--- src/rtl/mem_stage_master.sv ---
// mem_stage_master
// Initiator side of the MEM-stage data-memory interface. A load or store from
// the EXE/MEM register is executed as four handshaked byte beats on a
// byte-wide memory port. Load bytes are assembled little-endian, and the
// pipeline is frozen until the access completes.
module mem_stage_master #(
  parameter int WORD_WIDTH = 32,
  parameter int ADDR_BASE  = 1024
) (
  input  logic                  clk,
  input  logic                  rst,
  input  logic [WORD_WIDTH-1:0] alu_res,
  input  logic [WORD_WIDTH-1:0] val_rm,
  input  logic                  mem_r_en,
  input  logic                  mem_w_en,
  output logic                  freeze,
  output logic [WORD_WIDTH-1:0] res_data,
  output logic                  res_valid,
  output logic                  bus_req,
  output logic                  bus_we,
  output logic [WORD_WIDTH-1:0] bus_addr,
  output logic [7:0]            bus_wdata,
  input  logic                  bus_ack,
  input  logic [7:0]            bus_rdata
);

  typedef enum logic [1:0] {
    IDLE,
    XFER,
    DONE
  } state_t;

  state_t                state_q;
  state_t                state_nx;

  logic [WORD_WIDTH-1:0] base_q;
  logic [WORD_WIDTH-1:0] base_nx;
  logic [WORD_WIDTH-1:0] wdata_q;
  logic [WORD_WIDTH-1:0] rbuf_q;
  logic [WORD_WIDTH-1:0] rbuf_nx;
  logic [WORD_WIDTH-1:0] res_q;
  logic                  res_valid_q;
  logic                  op_we_q;
  logic [1:0]            beat_q;

  logic                  req_in;
  logic                  beat_fire;
  logic                  last_beat;

  assign req_in    = mem_r_en | mem_w_en;
  assign beat_fire = (state_q == XFER) && bus_ack;
  assign last_beat = beat_fire && (beat_q == 2'd3);

  // Word-aligned base, rebased by ADDR_BASE; subtraction wraps modulo 2^W.
  assign base_nx = (alu_res & ~WORD_WIDTH'(3)) - WORD_WIDTH'(ADDR_BASE);

  // Merge the incoming read byte into its little-endian lane.
  always_comb begin
    rbuf_nx = rbuf_q;
    if (beat_fire && !op_we_q) begin
      rbuf_nx[{beat_q, 3'b000} +: 8] = bus_rdata;
    end
  end

  // State register.
  always_ff @(posedge clk or posedge rst) begin
    if (rst) begin
      state_q <= IDLE;
    end else begin
      state_q <= state_nx;
    end
  end

  // Next-state logic; requests seen in DONE belong to the finished access.
  always_comb begin
    state_nx = state_q;
    case (state_q)
      IDLE: if (req_in) state_nx = XFER;
      XFER: if (last_beat) state_nx = DONE;
      DONE: state_nx = IDLE;
      default: state_nx = IDLE;
    endcase
  end

  // Bus and stall outputs; the beat address/data are only driven in XFER.
  always_comb begin
    freeze    = 1'b0;
    bus_req   = 1'b0;
    bus_we    = 1'b0;
    bus_addr  = '0;
    bus_wdata = '0;
    case (state_q)
      IDLE: freeze = req_in;
      XFER: begin
        freeze    = 1'b1;
        bus_req   = 1'b1;
        bus_we    = op_we_q;
        // Low two bits are replaced by the beat index, never carried upward.
        bus_addr  = (base_q & ~WORD_WIDTH'(3)) | WORD_WIDTH'(beat_q);
        bus_wdata = wdata_q[{beat_q, 3'b000} +: 8];
      end
      default: ;
    endcase
  end

  // Access capture, beat sequencing and load-word assembly.
  always_ff @(posedge clk or posedge rst) begin
    if (rst) begin
      base_q      <= '0;
      wdata_q     <= '0;
      rbuf_q      <= '0;
      res_q       <= '0;
      res_valid_q <= 1'b0;
      op_we_q     <= 1'b0;
      beat_q      <= '0;
    end else begin
      res_valid_q <= 1'b0;
      case (state_q)
        IDLE: begin
          if (req_in) begin
            base_q  <= base_nx;
            wdata_q <= val_rm;
            op_we_q <= mem_w_en;
            beat_q  <= '0;
            rbuf_q  <= '0;
          end
        end
        XFER: begin
          if (beat_fire) begin
            rbuf_q <= rbuf_nx;
            if (beat_q != 2'd3) begin
              beat_q <= beat_q + 2'd1;
            end else if (!op_we_q) begin
              // Publish the word at the edge entering DONE so it is visible
              // together with res_valid during the DONE cycle.
              res_q       <= rbuf_nx;
              res_valid_q <= 1'b1;
            end
          end
        end
        default: ;
      endcase
    end
  end

  assign res_data  = res_q;
  assign res_valid = res_valid_q;

endmodule
--- config.mk ---
export PLATFORM = sky130hd
export DESIGN_NAME = mem_stage_master
export DESIGN_NICKNAME = d
export VERILOG_FILES = /design/src/rtl/mem_stage_master.sv
export SDC_FILE = /design/constraint.sdc
export NUM_CORES = 1
export LEC_CHECK = 0
export ABC_AREA = 1
export ABC_CLOCK_PERIOD_IN_PS = 4000
export BUFFER_PORTS_ARGS = -buffer_cell sky130_fd_sc_hd__buf_2
export CAP_MARGIN = 5
export CORE_MARGIN = 5
export CORE_UTILIZATION = 30
export DETAILED_ROUTE_END_ITERATION = 6
export PLACE_DENSITY = 0.59
export SLEW_MARGIN = 20
export SYNTH_ARGS = -nofsm -noshare
export SYNTH_HDL_FRONTEND = slang
export SYNTH_SLANG_ARGS = --single-unit
--- constraint.sdc ---
create_clock -name clk -period 4 [get_ports clk]
set_input_delay 0.2 -clock clk [delete_from_list [all_inputs] [get_ports clk]]
set_output_delay 0.2 -clock clk [all_outputs]
set_load 0.05 [all_outputs]
==> results.yml <==
placed_design:
  placed_cells: 1267
  placed_area_um2: 7270
  final_replace_weighted_congestion: 0.864
  detailed_place_hpwl_mm: 12.2
  port_buffers: 150
run_status:
  run_status: "finished clean"
routing:
  post_detailed_route_count_of_antenna_violating_nets: 0
  met2_wirelength_mm: 8.55
  routed-wl-met3_um: 983
  wirelength_met1_mm: 8.08
  residual_drc: 0
  routed.top_layer: "met5"
  violation_count_after_the_first_detailed_routing_iteration: 247
  routed-via-count: 5913
  drt_pre_antenna_iters: 4
  avgViaCountPerCell: 4.44
  finalWirelength_mm: 17.8
  wl_per_cell_um: 13.4
cells_and_area:
  layout-drive-gt1-share_pct: 19.1
  finalInstanceArea_um2: 8240
  layout.cells.non_filler: 1332
  area_growth_syn_to_layout_pct: 31.1
  fillCellCount: 2211
  final_net_count: 1128
timing:
  share_of_the_clock_period_used_by_the_worst_path_pct: 69.2
  finalCriticalPeriod_ns: 2.77
  hold_violations: 0
  worstMarginPinSlew_ns: 0.880
  grt_setup_unrepaired: "no"
  finClkSkew_ns: 0.0174
  max_slew_margin_pct: 41.3
  max_freq_ghz: 0.361
  timing.final.setup_violations: 0
  worst_hold_slack_ns: 0.0145
  tns_ns: 0
  slew_viol_final: 0
floorplan:
  die_h_um: 155
  die_w_um: 155
  core_area_um2: 20800
  num_io_pins: 153
  die_area_um2: 23900
  site_row_count: 53
  initial_core_util_pct: 30.2
synthesis:
  synth.area.top_cells: "sky130_fd_sc_hd__dfrtp_1 (49%), sky130_fd_sc_hd__nand2_1 (21%), sky130_fd_sc_hd__nor2_1 (6.2%)"
  ys_types: 29
  mappedNetlistArea_um2: 6280
  largest_family_of_logic_cells_by_synthesized_area: "simple AND/OR/NAND/NOR gates"
  synth-main-ff-cell: "sky130_fd_sc_hd__dfrtp_1"
  synth_simple_gate_area_share_pct: 32.1
  avgSynthCellArea_um2: 7.20
  synth_area_leader_cell: "sky130_fd_sc_hd__dfrtp_1"
  ys_seq_elements: 124
  synthMuxAreaShare_pct: 0
  synth_seq_area_share_pct: 49.4
  synth_compound_area_share_pct: 8.78
  synth_fp_nets: 956
  ys_warn_count: 0
  synth_instances: 873
  synth_adder_area_share_pct: 1.19
  synth_edf_count: 0
  synth-xor-area-share_pct: 0.836
  synth_top_area_share_pct: 49.4
  asyncSetResetFlopFracSynth_pct: 100
worst_setup_path:
  ff2ff_setup_slack_ns: 1.23
  crit_path_top_delay_cell: "sky130_fd_sc_hd__dfrtp_1"
  criticalPathCategory: "flop to flop"
  critical_path.cell_chain: "clkinv_1, ha_1, inv_1, nand3_1, nor3_1, nand2_1, nand2_1, nand2_1, nand2_1"
  worst_path_most_repeated_cell: "sky130_fd_sc_hd__nand2_1"
  path_delay_family: "simple AND/OR/NAND/NOR gates"
  timing.critical_path.to_type: "flop"
  cp_data_required_time_ns: 4.35
  worst-path-buf-inv: 2
  worst_path_largest_cell_delay_ns: 0.68
  setup.worst_path.start: "beat_q[1]"
  worstRegToRegCells: 9
  startpoint_class_of_the_critical_path: "flop"
  worst-endpoint-arrival_ns: 3.11
  crit_fanout: 14
  timing.rr.end: "rbuf_q[18]"
  crit_cells: 9
  crit_end: "rbuf_q[18]"
  ff_to_ff_start: "beat_q[1]"
global_routing:
  grt.total_usage_pct: 14.8
  overflow_after_grt: 0
  grt_start_max_net_pins: 57
  first_global_vias: 5831
  grt_first_pass_wirelength_mm: 28.9
  number_of_antenna_violations_at_the_first_check_in_global_routing: 3
power:
  power_leakage_nw: 4.53
  p_per_area_nw_per_um2: 802
  power.ir.vdd_worst_mv: 0.435
  post-layout-total-power_mw: 6.60
cts:
  cts_num_sinks: 124
  clock_tree_from_tritoncts: "done"
  worst_setup_hold_path_clk_slew_ns: 0.05
  ctsRootBufferMaster: "sky130_fd_sc_hd__clkbuf_16"
  clock_tree.buffer_depth: 2
  ctsResizeCount: 0
  clkLatencyLatePin_ns: 0.42
  htree_num_levels: 4
  cts_buffers: 17
worst_hold_path:
  hold_wc_path_type: "primary input to flop"
run:
  timing.max_cap.violations: 0
==> worst register-to-register path, cell delays in order (launching register included) <==
cell and delay [ns]:
sky130_fd_sc_hd__dfrtp_1 0.68, sky130_fd_sc_hd__clkinv_1 0.51, sky130_fd_sc_hd__ha_1 0.38, sky130_fd_sc_hd__inv_1 0.28, sky130_fd_sc_hd__nand3_1 0.32, sky130_fd_sc_hd__nor3_1 0.22
sky130_fd_sc_hd__nand2_1 0.08, sky130_fd_sc_hd__nand2_1 0.11, sky130_fd_sc_hd__nand2_1 0.06, sky130_fd_sc_hd__nand2_1 0.07
==> placed cells by master (no fill, tap or decap), drive strengths merged <==
cell type	Yosys	layout
clkinv	3	5
xor2	2	2
nand4	5	5
diode	0	1
o21bai	1	1
nand2	354	354
a21oi	20	20
a31oi	6	6
dfrtp	124	124
clkbuf	18	24
o211ai	3	3
buf	20	157
o21ai	76	76
nor3	8	8
or2	1	1
and2	2	2
nor2	109	109
nand3	30	30
clkinvlp	0	1
xnor2	4	4
ha	6	6
bufinv	0	3
inv	81	81
dlygate4sd3	0	34
==> layout make-up <==
type	instances	area, um2	share of cell area [%]
Sequential cell	124	3100	37.7
Timing Repair Buffer	191	1140	13.9
Multi-Input combinational cell	627	2710	32.9
Inverter	84	318	3.86
Tap cell	275	344	4.18
Clock buffer	24	512	6.21
Clock inverter	6	108	1.31
Antenna cell	1	2.50	0.0304
==> state kept, by name, summed over array words and instances, names as in the netlist <==
name / cells
res_valid: 1
rbuf_q: 24
beat_q: 2
base_q: 30
state_q: 2
res_data: 32
wdata_q: 32
op_we_q: 1
==> cell families (layout without fill, tap and decap cells) <==
group,count (synthesis),in the layout
other cells,0,1
compound gates,106,106
flops,124,124
simple gates,509,509
buf+inv,122,305
fa+ha+maj,6,6
xor+xnor,6,6
==> report_power, final <==
| part | leakage, nW | switching, mW | internal [mW] | total, mW |
|---|---|---|---|---|
| registers | 1.61 | 0.192 | 1.65 | 1.85 |
| clock network | 0.304 | 0.551 | 1.07 | 1.62 |
| logic | 2.61 | 2.42 | 0.716 | 3.13 |
| total | 4.53 | 3.16 | 3.44 | 6.60 |
==> metrics by stage <==
step,util (%),setup slack [ns]
2_1_floorplan,-,0.501
3_3_place_gp,34.9,1.10
3_5_place_dp,34.9,1.14
4_1_cts,39.5,1.15
5_1_grt,39.6,0.937
6_report,39.6,1.23
==> cell usage after synthesis, types with 5 or more instances <==
cell type                  number
sky130_fd_sc_hd__a21oi_1       20
sky130_fd_sc_hd__a31oi_1        6
sky130_fd_sc_hd__buf_2         14
sky130_fd_sc_hd__clkbuf_1      18
sky130_fd_sc_hd__dfrtp_1      124
sky130_fd_sc_hd__ha_1           6
sky130_fd_sc_hd__inv_1         78
sky130_fd_sc_hd__nand2_1      350
sky130_fd_sc_hd__nand3_1       30
sky130_fd_sc_hd__nand4_1        5
sky130_fd_sc_hd__nor2_1       104
sky130_fd_sc_hd__nor3_1         8
sky130_fd_sc_hd__o21ai_0       60
sky130_fd_sc_hd__o21ai_1       15
==> routing by layer <==
layer,vias to the layer above,global-route usage [%]
met5,-,0
met4,4,3.62
met3,14,4.25
met2,142,24.8
met1,2715,19.0
li1,3038,-
==> what timing repair did <==
item	CTS	global route
endpoints found under the hold margin	80	0
setup buffers	0	0
hold buffers	34	0
==> worst min-delay path by stage <==
stage | depth (start not counted) | endpoint | start
6_report | 3 | wdata_q[0] | val_rm[0]
5_1_grt | 3 | wdata_q[17] | val_rm[17]
4_1_cts | 3 | wdata_q[25] | val_rm[25]
3_5_place_dp | 2 | base_q[6] | rst
3_3_place_gp | 2 | base_q[5] | rst
2_1_floorplan | 2 | wdata_q[0] | val_rm[0]
Note: power is estimated with default switching activity, not from simulation.
